--- config.mk ---
export PLATFORM = sky130hd
export DESIGN_NAME = pwm_oc_deadtime_monitor
export DESIGN_NICKNAME = d
export VERILOG_FILES = /design/src/rtl/pwm_oc_deadtime_monitor_pkg.sv /design/src/rtl/pwm_dt_gap_counter.sv /design/src/rtl/pwm_oc_deadtime_monitor.sv
export SDC_FILE = /design/constraint.sdc
export NUM_CORES = 1
export LEC_CHECK = 0
export CAP_MARGIN = 10
export CORE_MARGIN = 4
export CORE_UTILIZATION = 25
export CTS_CLUSTER_DIAMETER = 30
export DETAILED_ROUTE_END_ITERATION = 10
export GPL_ROUTABILITY_DRIVEN = 0
export PLACE_DENSITY = 0.4
export SLEW_MARGIN = 0
export SYNTH_ARGS = -nofsm -noshare
export SYNTH_HDL_FRONTEND = slang
export SYNTH_SLANG_ARGS = --single-unit
--- constraint.sdc ---
create_clock -name clk_psc_i -period 2.28 [get_ports clk_psc_i]
set_input_delay 0.684 -clock clk_psc_i [delete_from_list [all_inputs] [get_ports clk_psc_i]]
set_output_delay 0.684 -clock clk_psc_i [all_outputs]
set_load 0.1 [all_outputs]
--- src/rtl/pwm_oc_deadtime_monitor_pkg.sv ---
// Shared definitions for the PWM output-compare dead-time monitor.
//   dt_state_t : monitor FSM states (3-bit encoding)
//   EDGE_RISE  : edge tag for a gap that preceded high-side turn-on
//   EDGE_FALL  : edge tag for a gap that preceded low-side turn-on
package pwm_oc_deadtime_monitor_pkg;

    typedef enum logic [2:0] {
        ST_IDLE  = 3'd0,
        ST_LOW   = 3'd1,
        ST_HIGH  = 3'd2,
        ST_GAP_R = 3'd3,
        ST_GAP_F = 3'd4,
        ST_FAULT = 3'd5
    } dt_state_t;

    localparam logic EDGE_RISE = 1'b1;
    localparam logic EDGE_FALL = 1'b0;

endpackage

--- src/rtl/pwm_dt_gap_counter.sv ---
// Saturating dead-time gap counter.
//   clk_psc_i  : prescaled timer clock
//   rst_n_i    : asynchronous active-low reset
//   clr_i      : clear the count to 0 (highest priority)
//   load_one_i : load 1 (first gap cycle seen)
//   inc_i      : increment, holding at all-ones
//   cnt_o      : current count
module pwm_dt_gap_counter #(
    parameter int unsigned WIDTH = 8
) (
    input  logic             clk_psc_i,
    input  logic             rst_n_i,
    input  logic             clr_i,
    input  logic             load_one_i,
    input  logic             inc_i,
    output logic [WIDTH-1:0] cnt_o
);

    always_ff @(posedge clk_psc_i or negedge rst_n_i) begin
        if (!rst_n_i) begin
            cnt_o <= '0;
        end else if (clr_i) begin
            cnt_o <= '0;
        end else if (load_one_i) begin
            cnt_o <= WIDTH'(1);
        end else if (inc_i && (cnt_o != '1)) begin
            cnt_o <= cnt_o + WIDTH'(1);
        end
    end

endmodule

--- src/rtl/pwm_oc_deadtime_monitor.sv ---
// Dead-time monitor for a complementary PWM pair.
// Measures each gap (both gates low) in clk_psc cycles, reports it with an
// edge tag, flags gaps shorter than the shadowed minimum and shoot-through.
//   clk_psc_i        : prescaled timer clock
//   rst_n_i          : asynchronous active-low reset
//   pwm_high_i       : high-side gate under observation
//   pwm_low_i        : low-side gate under observation
//   update_event_i   : loads dt_min_preload_i into the active minimum
//   dt_min_preload_i : minimum allowed dead time (preload)
//   clr_flags_i      : one-cycle clear of the sticky flags
//   dt_value_o       : last measured gap length
//   dt_edge_o        : 1 = gap before high-side turn-on, 0 = before low-side
//   dt_valid_o       : one-cycle strobe on each report
//   dt_viol_o        : sticky, a gap was below the active minimum
//   shoot_through_o  : sticky, both gates seen high
//   fault_o          : dt_viol_o | shoot_through_o
module pwm_oc_deadtime_monitor
    import pwm_oc_deadtime_monitor_pkg::*;
#(
    parameter int unsigned WIDTH = 8
) (
    input  logic             clk_psc_i,
    input  logic             rst_n_i,
    input  logic             pwm_high_i,
    input  logic             pwm_low_i,
    input  logic             update_event_i,
    input  logic [WIDTH-1:0] dt_min_preload_i,
    input  logic             clr_flags_i,
    output logic [WIDTH-1:0] dt_value_o,
    output logic             dt_edge_o,
    output logic             dt_valid_o,
    output logic             dt_viol_o,
    output logic             shoot_through_o,
    output logic             fault_o
);

    dt_state_t        state;
    logic [WIDTH-1:0] dt_min_act;
    logic [WIDTH-1:0] gap_cnt;
    logic             cnt_clr;
    logic             cnt_load_one;
    logic             cnt_inc;
    logic             both_low;
    logic             both_high;

    assign both_low  = !pwm_high_i && !pwm_low_i;
    assign both_high = pwm_high_i && pwm_low_i;

    // Counter controls follow the same sample the FSM acts on, so the count
    // seen at report time already includes every gap cycle.
    always_comb begin
        cnt_clr      = 1'b0;
        cnt_load_one = 1'b0;
        cnt_inc      = 1'b0;
        if (both_high) begin
            cnt_clr = 1'b1;
        end else if (both_low) begin
            cnt_load_one = (state == ST_LOW)   || (state == ST_HIGH);
            cnt_inc      = (state == ST_GAP_R) || (state == ST_GAP_F);
        end
    end

    pwm_dt_gap_counter #(
        .WIDTH(WIDTH)
    ) u_gap_counter (
        .clk_psc_i (clk_psc_i),
        .rst_n_i   (rst_n_i),
        .clr_i     (cnt_clr),
        .load_one_i(cnt_load_one),
        .inc_i     (cnt_inc),
        .cnt_o     (gap_cnt)
    );

    // Shadow register: a compare in the update cycle still sees the old value.
    always_ff @(posedge clk_psc_i or negedge rst_n_i) begin
        if (!rst_n_i) begin
            dt_min_act <= '0;
        end else if (update_event_i) begin
            dt_min_act <= dt_min_preload_i;
        end
    end

    // FSM with registered report outputs. Sticky clears are written first so
    // a set later in the same block takes precedence.
    always_ff @(posedge clk_psc_i or negedge rst_n_i) begin
        if (!rst_n_i) begin
            state           <= ST_IDLE;
            dt_value_o      <= '0;
            dt_edge_o       <= 1'b0;
            dt_valid_o      <= 1'b0;
            dt_viol_o       <= 1'b0;
            shoot_through_o <= 1'b0;
        end else begin
            dt_valid_o <= 1'b0;
            if (clr_flags_i) begin
                dt_viol_o       <= 1'b0;
                shoot_through_o <= 1'b0;
            end

            if (both_high) begin
                state           <= ST_FAULT;
                shoot_through_o <= 1'b1;
            end else begin
                unique case (state)
                    ST_IDLE: begin
                        if (pwm_high_i)     state <= ST_HIGH;
                        else if (pwm_low_i) state <= ST_LOW;
                    end
                    ST_LOW: begin
                        if (both_low) begin
                            state <= ST_GAP_R;
                        end else if (pwm_high_i) begin
                            state      <= ST_HIGH;
                            dt_valid_o <= 1'b1;
                            dt_value_o <= '0;
                            dt_edge_o  <= EDGE_RISE;
                            if (dt_min_act != '0) dt_viol_o <= 1'b1;
                        end
                    end
                    ST_HIGH: begin
                        if (both_low) begin
                            state <= ST_GAP_F;
                        end else if (pwm_low_i) begin
                            state      <= ST_LOW;
                            dt_valid_o <= 1'b1;
                            dt_value_o <= '0;
                            dt_edge_o  <= EDGE_FALL;
                            if (dt_min_act != '0) dt_viol_o <= 1'b1;
                        end
                    end
                    ST_GAP_R: begin
                        if (pwm_high_i) begin
                            state      <= ST_HIGH;
                            dt_valid_o <= 1'b1;
                            dt_value_o <= gap_cnt;
                            dt_edge_o  <= EDGE_RISE;
                            if (gap_cnt < dt_min_act) dt_viol_o <= 1'b1;
                        end else if (pwm_low_i) begin
                            state <= ST_LOW;
                        end
                    end
                    ST_GAP_F: begin
                        if (pwm_low_i) begin
                            state      <= ST_LOW;
                            dt_valid_o <= 1'b1;
                            dt_value_o <= gap_cnt;
                            dt_edge_o  <= EDGE_FALL;
                            if (gap_cnt < dt_min_act) dt_viol_o <= 1'b1;
                        end else if (pwm_high_i) begin
                            state <= ST_HIGH;
                        end
                    end
                    ST_FAULT: begin
                        if (both_low) state <= ST_IDLE;
                    end
                    default: state <= ST_IDLE;
                endcase
            end
        end
    end

    assign fault_o = dt_viol_o | shoot_through_o;

endmodule

==> results.txt, run 1 <==
In the final timing run, aggregate negative setup slack is 0 ps. The static leakage is 1.087 nW, and the count of final setup violators is 0. The endpoint type of the worst setup path was a register. The number of diodes added for antenna fixing was 0; the final-report hold violation count was 0. After synthesis the netlist holds a flip-flop and latch count of 31.

The chip width was 91.95 um; the first-pass detailed-route iteration total was 4. The initial antenna violation count was 0. The vertical die dimension is 91.95 um.

The number of flops mapped to enable cells by yosys is 0. In the final layout, the share of cells above drive strength 1 is 25.78%. In this run the cell area of the synthesized design comes to 1762 sq um. In this run the post-CTS setup repair buffer count came out at 0. For this run, design rule violations remaining after detail routing come to 0. The number of max-slew violations in the final report is 0, and the final-stage net count is 248.

The count of buffers added on input and output ports is 26. In this run the remaining antenna-violating nets after routing total 0. Detailed placement ended at an HPWL of 3404 um. For this run the aggregate overflow at the end of global routing stands at 0.

Summing the sequential cell areas from Yosys gives 44.03% of the chip area. The starting utilization of the core area is 25.79%, and the post-route fraction of the period consumed by the critical path is 95.98%. The filler cells instantiated in the layout total 738. At the later pin of the worst-skew pair, clock insertion delay measures 280 ps. The worst setup path is of the in -> reg kind.

The flow ran to the end, and the final reports show no timing, DRC or antenna violations. In this run the deepest clock path goes through 2 buffers. Summing all flip-flop and latch instances after layout gives 775.7 sq um.

In the layout the commonest cells are 34 x buf_4, 31 x dfrtp_1, 15 x inv_1. In this run, CTS created clock tree buffers numbering 5. The total vias in the final route came out at 1542.

The worst endpoint required time is 2480 ps. The overall power consumption was 0.002013 W; the total length of routed wires was 4594 um. The area growth from synthesis to layout is 33.10%. The tools report the number of distinct library cells after synthesis as 51.

The power density over the cells works out to 858.7 nW/um^2. The H-tree generated during clock tree synthesis spans 2 levels. The top-level port count is 27. The number of max-cap violations was 0. For the worst setup path, the data arrival time is 2390 ps. The per-cell via count in the routed design was 4.804. Time the final worst path needs with I/O delays and setup: 2188 ps. STA classifies the critical path startpoint as a primary input.

For this run, the top clock speed supported by timing is 457.0 MHz. Via count of the first global-routing pass: 1538. The post-synthesis async set-or-reset flop share came out at 100.0%.

The clock slew seen by the registers of the worst setup and hold paths came out at 70 ps. The floorplan has 30 rows. Across the VDD grid, the largest voltage drop is 0.0003218 V.

The count of clock tree sinks was 31. For the number of instances in the synthesized netlist, the log shows 177. The library cell used most frequently in the layout, excluding fill and tap cells, is buf_4.

Of all nets on the critical path, the largest fanout is 4. The aggregate global-route resource usage is 11.67%, and the post-route clock skew is 5.913 ps. Setup repair after global routing left no endpoint under its margin. The area taken by multi-input logic gates is 903.4 sq um. Headroom to the max-slew limit came out at 66.30%. Transition time at the pin with the least slew margin: 505.5 ps. The class of the worst hold path is reg -> reg.

After synthesis, the mean cell area works out to 9.953 sq um. TritonCTS built the clock tree. The mean routed wirelength per cell is 14.31 um, and the number of nets in the synthesized netlist is 201. Maximum number of pins on one net before global-route repair: 32. The detailed router finished its first iteration with 51 violations. The area of the core came out at 6832 sq um. The tree is rooted in a clkbuf_8. The primary flip-flop cell chosen by synthesis mapping was dfrtp_1. During synthesis, Yosys emitted a total of 0 warnings. The first global-routing pass estimated 7810 um of wire.

The die covers 8454 sq um.
synthesized netlist by cell type (2+ instances only):
library cell  instances  area [sq um]
o211ai_1              2         15.01
o21a_1                3         22.52
nand2_1              13         48.80
buf_2                 2         10.01
o31ai_1               4         30.03
o21ai_0              13         65.06
buf_6                 2         22.52
nor2b_1               2         12.51
a22o_1                7         61.31
o21ai_2               2         17.52
a32oi_1               2         17.52
inv_1                15         56.30
nand2b_1              2         12.51
nor3_1                6         30.03
a211oi_1              3         22.52
nor4_1                2         12.51
a31oi_1               3         18.77
and3_1                2         12.51
nand3_1               7         35.03
a21oi_1               6         30.03
dfrtp_1              31         775.7
or4_1                 4         30.03
a21o_1                3         22.52
ha_1                 10         125.1
nor2_1                4         15.01
and3_2                2         15.01
stage by stage:
step	hold slack (ps)	instance area [sq um]	util [%]	worst slack (ps)	instances
after floorplan	388.4	1762	-	107.7	177
after global placement	486.0	2218	32.47	-333.5	313
after detailed placement	490.4	2218	32.47	-336.8	313
after CTS	506.3	2327	34.07	16.12	321
after global routing	517.9	2345	34.32	11.91	321
final	499.0	2345	34.32	91.62	321
flip-flops by register name, summed over array words and instances (netlist names):
register             cells
dt_valid_o               1
dt_viol_o                1
dt_min_act               8
shoot_through_o          1
dt_edge_o                1
dt_value_o               8
u_gap_counter.cnt_o      8
state                    3
worst paths after layout:
check	from	to	slack, ps	depth (start not counted)
min	shoot_through_o	shoot_through_o	500	1
max in group asynchronous	rst_n_i	shoot_through_o	1190	2
min reg2reg	shoot_through_o	shoot_through_o	500	1
max reg2reg	state[2]	u_gap_counter.cnt_o[3]	360	4
max	pwm_low_i	u_gap_counter.cnt_o[7]	90	7
min in group asynchronous	rst_n_i	dt_valid_o	790	2
cells by family (layout without fill, tap and decap cells):
group | Yosys count | count (layout) | share of synthesized area (%)
compound gates | 60 | 60 | 24.79
xor+xnor | 1 | 1 | 0.4972
fa+ha+maj | 10 | 10 | 7.102
buf+inv | 22 | 70 | 5.965
flops | 31 | 31 | 44.03
mux | 2 | 2 | 1.207
simple gates | 51 | 51 | 16.41
repair_timing:
| action | in CTS | in global routing |
|---|---|---|
| setup endpoints to repair | 8 | 14 |
| gates resized for setup | 1 | 3 |
| hold buffers | 0 | 0 |
routing by layer:
layer,routed length (um),track usage (%)
met5,0,0
met4,57,4.084
met3,119,2.707
met2,2251,19.28
met1,2167,14.90
power by group:
part / internal (W) / total, W / switching, W
logic: 0.000274 / 0.000789 / 0.000515
clock network: 0.000275 / 0.000492 / 0.000217
registers: 0.000619 / 0.000733 / 0.000114
total: 0.00117 / 0.00201 / 0.000846
layout make-up:
| class | count | area share (%) |
|---|---|---|
| clock buffer | 7 | 4.109 |
| clock inverter | 1 | 0.3202 |
| inverter | 15 | 2.401 |
| multi-input combinational | 124 | 38.53 |
| sequential | 31 | 33.08 |
| tap | 96 | 5.123 |
| timing repair buffer | 47 | 16.44 |
critical path, cell delays in order:
cell             delay [ps]
clkdlybuf4s50_1         440
buf_4                   160
ha_1                    220
buf_4                   150
a21o_1                  160
or4_1                   490
o21ai_0                  90
Power figures use the tool's default switching activity.
==> inputs of run 2 (changes only) <==
--- a/config.mk
+++ b/config.mk
@@ -5,6 +5,7 @@
 export SDC_FILE = /design/constraint.sdc
 export NUM_CORES = 1
 export LEC_CHECK = 0
+export ABC_CLOCK_PERIOD_IN_PS = 2280
 export CAP_MARGIN = 10
 export CORE_MARGIN = 4
 export CORE_UTILIZATION = 25
==> results of run 2 <==
The final DEF is identical to that of run 1; final timing and power are the same.
